**config.mk**
```make
export PLATFORM = sky130hd
export DESIGN_NAME = iiitb_fifo_uart_tx
export DESIGN_NICKNAME = d
export VERILOG_FILES = /design/src/rtl/iiitb_fifo_uart_tx.sv
export SDC_FILE = /design/constraint.sdc
export NUM_CORES = 1
export LEC_CHECK = 0
export CORE_MARGIN = 2
export CORE_UTILIZATION = 43
export DETAILED_ROUTE_END_ITERATION = 16
export GPL_ROUTABILITY_DRIVEN = 0
export GPL_TIMING_DRIVEN = 0
export PLACE_DENSITY = 0.73
export SLEW_MARGIN = 20
export SYNTH_ARGS = -nofsm -noshare
export SYNTH_HDL_FRONTEND = slang
export SYNTH_SLANG_ARGS = --single-unit
```
**constraint.sdc**
```tcl
create_clock -name CLK -period 5.5 [get_ports CLK]
set_clock_uncertainty 0.05 [all_clocks]
set_input_delay 1.375 -clock CLK [delete_from_list [all_inputs] [get_ports CLK]]
set_output_delay 1.375 -clock CLK [all_outputs]
set_load 0.02 [all_outputs]
```
**src/rtl/iiitb_fifo_uart_tx.sv**
```systemverilog
// iiitb_fifo_uart_tx: drains iiitb_sync_fifo one byte at a time and serializes
// each byte onto a UART line as 8N1 (start, 8 data bits LSB-first, stop).
// One FIFO pop per transmitted frame gives the FIFO real back-pressure.
//
// Ports:
//   CLK        system clock, rising edge
//   RSTn       asynchronous active-low reset
//   en         drain enable, sampled only while idle
//   empty      FIFO empty flag
//   fifo_data  FIFO read data (valid in the cycle after the pop strobe)
//   read       FIFO pop strobe, one cycle per frame (registered)
//   tx         serial line, idles high (registered)
//   busy       high whenever a frame is being fetched or sent (registered)
module iiitb_fifo_uart_tx #(
  parameter int unsigned CLKS_PER_BIT = 16
) (
  input  logic       CLK,
  input  logic       RSTn,
  input  logic       en,
  input  logic       empty,
  input  logic [7:0] fifo_data,
  output logic       read,
  output logic       tx,
  output logic       busy
);

  localparam int unsigned CNT_W = (CLKS_PER_BIT > 1) ? $clog2(CLKS_PER_BIT) : 1;
  localparam logic [CNT_W-1:0] CNT_LAST = CNT_W'(CLKS_PER_BIT - 1);

  typedef enum logic [2:0] {
    S_IDLE,
    S_REQ,
    S_WAIT,
    S_START,
    S_DATA,
    S_STOP
  } state_t;

  state_t           r_state, w_state_nxt;
  logic [CNT_W-1:0] r_cnt,   w_cnt_nxt;
  logic [2:0]       r_bit,   w_bit_nxt;
  logic [7:0]       r_shreg, w_shreg_nxt;
  logic             r_read, r_tx, r_busy;
  logic             w_tick;
  logic             w_tx_nxt;

  // State and datapath registers; outputs are derived from the next state so
  // they line up exactly with the state they describe.
  always_ff @(posedge CLK or negedge RSTn) begin
    if (!RSTn) begin
      r_state <= S_IDLE;
      r_cnt   <= '0;
      r_bit   <= '0;
      r_shreg <= '0;
      r_read  <= 1'b0;
      r_tx    <= 1'b1;
      r_busy  <= 1'b0;
    end else begin
      r_state <= w_state_nxt;
      r_cnt   <= w_cnt_nxt;
      r_bit   <= w_bit_nxt;
      r_shreg <= w_shreg_nxt;
      r_read  <= (w_state_nxt == S_REQ);
      r_tx    <= w_tx_nxt;
      r_busy  <= (w_state_nxt != S_IDLE);
    end
  end

  // Next-state, baud counter, bit index and shift register.
  always_comb begin
    w_state_nxt = r_state;
    w_cnt_nxt   = r_cnt;
    w_bit_nxt   = r_bit;
    w_shreg_nxt = r_shreg;
    w_tick      = (r_cnt == CNT_LAST);

    case (r_state)
      S_IDLE: begin
        if (en && !empty) w_state_nxt = S_REQ;
      end
      S_REQ: begin
        w_state_nxt = S_WAIT;
      end
      S_WAIT: begin
        // FIFO data is valid for the whole cycle after the pop strobe.
        w_shreg_nxt = fifo_data;
        w_cnt_nxt   = '0;
        w_state_nxt = S_START;
      end
      S_START: begin
        if (w_tick) begin
          w_cnt_nxt   = '0;
          w_bit_nxt   = '0;
          w_state_nxt = S_DATA;
        end else begin
          w_cnt_nxt = r_cnt + CNT_W'(1);
        end
      end
      S_DATA: begin
        if (w_tick) begin
          w_cnt_nxt   = '0;
          w_shreg_nxt = {1'b0, r_shreg[7:1]};
          // Index holds at 7 into STOP so it never wraps within a frame.
          if (r_bit == 3'd7) w_state_nxt = S_STOP;
          else               w_bit_nxt   = r_bit + 3'd1;
        end else begin
          w_cnt_nxt = r_cnt + CNT_W'(1);
        end
      end
      S_STOP: begin
        if (w_tick) begin
          w_cnt_nxt   = '0;
          w_state_nxt = S_IDLE;
        end else begin
          w_cnt_nxt = r_cnt + CNT_W'(1);
        end
      end
      default: begin
        w_state_nxt = S_IDLE;
        w_cnt_nxt   = '0;
      end
    endcase
  end

  // Line level for the upcoming cycle.
  always_comb begin
    w_tx_nxt = 1'b1;
    case (w_state_nxt)
      S_START: w_tx_nxt = 1'b0;
      S_DATA:  w_tx_nxt = w_shreg_nxt[0];
      default: w_tx_nxt = 1'b1;
    endcase
  end

  assign read = r_read;
  assign tx   = r_tx;
  assign busy = r_busy;

endmodule

```
==> flow_metrics.py <==
metrics = {
    "global_route": {
        "grt-ovfl-total": 0,
        "grt_pass1_wl_um": 3430,
        "grt_util_all_layers_pct": 17.0,
        "antenna_found_initial": 0,
        "grt_pass1_vias": 777,
        "grt_max_degree": 22,
    },
    "setup_path": {
        "cp_slowest_cell": "clkdlybuf4s50_1",
        "crit_start": "tx$_DFF_PN1_",
        "worstPathCellList": "clkdlybuf4s50_1",
        "cp.required_ns": 4.07,
        "path_buf_inv": 1,
        "crit_path_start_kind": "register",
        "r2r-start": "r_cnt[0]$_DFFE_PN0N_",
        "slowest_delay_ns": 0.59,
        "cp-end-kind": "output port",
        "regToRegSetupSlack_ns": 3.58,
        "cp.arrival_ns": 1.42,
        "crit_fanout": 1,
        "worst-setup-path-type": "register to output port",
        "crit_family": "buffers and inverters",
    },
    "yosys": {
        "synth_cell_types": 34,
        "synth_common_cells": "20 x dfrtp_1, 17 x nand2_1, 6 x a22oi_1",
        "synth_area_leaders": "dfrtp_1 47%, nand2_1 6.0%, a22oi_1 4.3%, ha_1 3.5%, dfstp_2 2.5%",
        "async_reset_ff_share_pct": 100,
        "synth_ff_type": "dfrtp_1",
        "yosys.cell_count.top_type": "dfrtp_1",
        "synth_top_cell_by_area": "dfrtp_1",
        "synth_area_per_cell_um2": 10.3,
        "synth_seq_area_share_pct": 49.7,
        "ys.warnings.count": 0,
        "ys_seq_elements": 21,
        "synth_top_area_share_pct": 47.2,
        "synth_cells": 103,
        "netlist_area_mm2": 0.00106,
        "synth_enable_flop_cells": 0,
        "synth_fp_nets": 118,
    },
    "clock_tree": {
        "htreeDepth": 1,
        "cts_tree": "built",
        "clock_latency_ns": 0.30,
        "clockRootBuffer": "clkbuf_4",
        "clk_path_buf_depth": 2,
        "post_cts_buffers": 0,
        "hold_buffers": 0,
        "cts.clk_slew.worst_paths_ns": 0.11,
        "cts_buffers": 3,
        "clkSinkCount": 21,
        "post_cts_resized": 0,
    },
    "run": {
        "maxCapViolations": 0,
    },
    "floorplanning": {
        "ios": 15,
        "die-area_mm2": 0.00288,
        "start_util_pct": 46.6,
        "core_area_mm2": 0.00228,
        "rows": 17,
        "die_x_um": 53.6,
        "fp.dieH_um": 53.6,
    },
    "sta": {
        "rsz0062_at_grt": "no",
        "drv_slew": 0,
        "finalSetupTns_ns": 0,
        "worst_pin_slew_ns": 0.910,
        "fin_crit_sh_pct": 51.8,
        "period_minus_slack_ns": 2.85,
        "fmax_mhz": 351,
        "slew_headroom_pct": 39.1,
        "setup_viol": 0,
        "fin_ws_ns": 2.65,
        "hold_violations": 0,
    },
    "power": {
        "ir_worst_vdd_mv": 0.144,
        "total_power_uw": 247,
        "leakagePower_uw": 0.000555,
        "p_per_area_mw_per_mm2": 195,
    },
    "finish": {
        "num_antenna_cells": 0,
        "area_delta_synth_final_pct": 19.1,
        "nets": 137,
        "fill_cells": 202,
        "multi_input_area_um2": 492,
        "final_cells": 149,
        "regArea_um2": 527,
        "layout-drive-gt1-share_pct": 14.0,
    },
    "detailed_routing": {
        "drtPass1Iterations": 4,
        "num_vias": 824,
        "dr.first_iter.drc_count": 14,
        "via_per_inst": 5.53,
        "wl_per_cell_um": 13.8,
        "drc": 0,
        "ant_nets": 0,
        "drt_wl_total_um": 2060,
    },
    "place": {
        "io_buffer_count": 14,
        "dp_slack_ns": 2.83,
        "placed_cells": 145,
        "dp_hpwl_um": 1510,
    },
    "hold_path": {
        "min_path_type": "register to register",
        "worstHoldStart": "r_shreg[6]$_DFFE_PN0P_",
    },
    "status": {
        "outcome": "completed",
    },
}
==> per-layer routing <==
metal / global-route usage [%] / wire length, µm
met5: 0 / 0
met4: 7.69 / 40
met3: 3.89 / 129
met2: 28.0 / 942
met1: 21.2 / 946
==> power breakdown <==
group          total (µW)  switching, µW  internal (µW)  leakage [µW]
combinational        15.3           6.00           9.29      0.000297
sequential            159           1.31            158      0.000240
clock                72.6           45.5           27.2     0.0000177
==> state kept, by name, indices dropped and copies added (netlist names) <==
signal and flops:
busy 1, r_bit 3, r_cnt 4, r_shreg 8
r_state 3, read 1, tx 1
==> final timing paths <==
| kind | to | cells after the start |
|---|---|---|
| max in group asynchronous | read$_DFF_PN0_ | 1 |
| hold reg to reg | r_shreg[6]$_DFFE_PN0P_ | 2 |
| min in group asynchronous | r_shreg[2]$_DFFE_PN0P_ | 1 |
| setup reg to reg | busy$_DFF_PN0_ | 6 |
| setup / recovery | tx | 1 |
| hold / removal | r_shreg[6]$_DFFE_PN0P_ | 2 |
==> stage by stage <==
| stage | hold WS (ns) | instance area, µm² | util [%] |
|---|---|---|---|
| 6_report | 0.439 | 1260 | 55.5 |
| 5_1_grt | 0.462 | 1260 | 55.5 |
| 4_1_cts | 0.442 | 1260 | 55.5 |
| 3_5_place_dp | 0.414 | 1230 | 54.3 |
| 3_3_place_gp | 0.412 | 1230 | 54.3 |
| 2_1_floorplan | 0.396 | 1060 | - |
==> layout make-up <==
| type | instances | share of cell area [%] |
|---|---|---|
| Buffer | 5 | 2.68 |
| Clock buffer | 3 | 1.78 |
| Clock inverter | 1 | 0.396 |
| Inverter | 2 | 0.595 |
| Multi-Input combinational cell | 75 | 38.9 |
| Sequential cell | 21 | 41.7 |
| Tap cell | 28 | 2.78 |
| Timing Repair Buffer | 14 | 11.1 |
==> cells in the final DEF (no fill, tap or decap), types with 2 or more instances in the layout <==
| master | Yosys | routed |
|---|---|---|
| nor2_1 | 5 | 5 |
| o21ai_0 | 5 | 5 |
| clkbuf_4 | 0 | 3 |
| inv_1 | 2 | 2 |
| ha_1 | 3 | 3 |
| nand2b_1 | 2 | 2 |
| a21oi_1 | 4 | 4 |
| dfrtp_1 | 20 | 20 |
| a31oi_1 | 4 | 4 |
| a22oi_1 | 6 | 6 |
| a22o_1 | 2 | 2 |
| o21ai_1 | 2 | 2 |
| clkdlybuf4s50_1 | 0 | 14 |
| nor3_1 | 2 | 2 |
| nand2_1 | 17 | 17 |
| nand3_1 | 4 | 4 |
| nor2b_1 | 4 | 4 |
| buf_2 | 3 | 3 |
==> kinds of logic after synthesis <==
kind of cell,share of synthesized area (%)
compound gates,21.5
xor+xnor,0.827
fa+ha+maj,3.54
buf+inv,3.90
flops,49.7
mux,1.06
simple gates,19.5
==> tightest hold or removal path, cell delays in order (launching register included) <==
cell and delay, ns:
dfrtp_1 0.36, nand2_1 0.05, nand2_1 0.05
No activity file was read; power rests on OpenSTA's default activity.
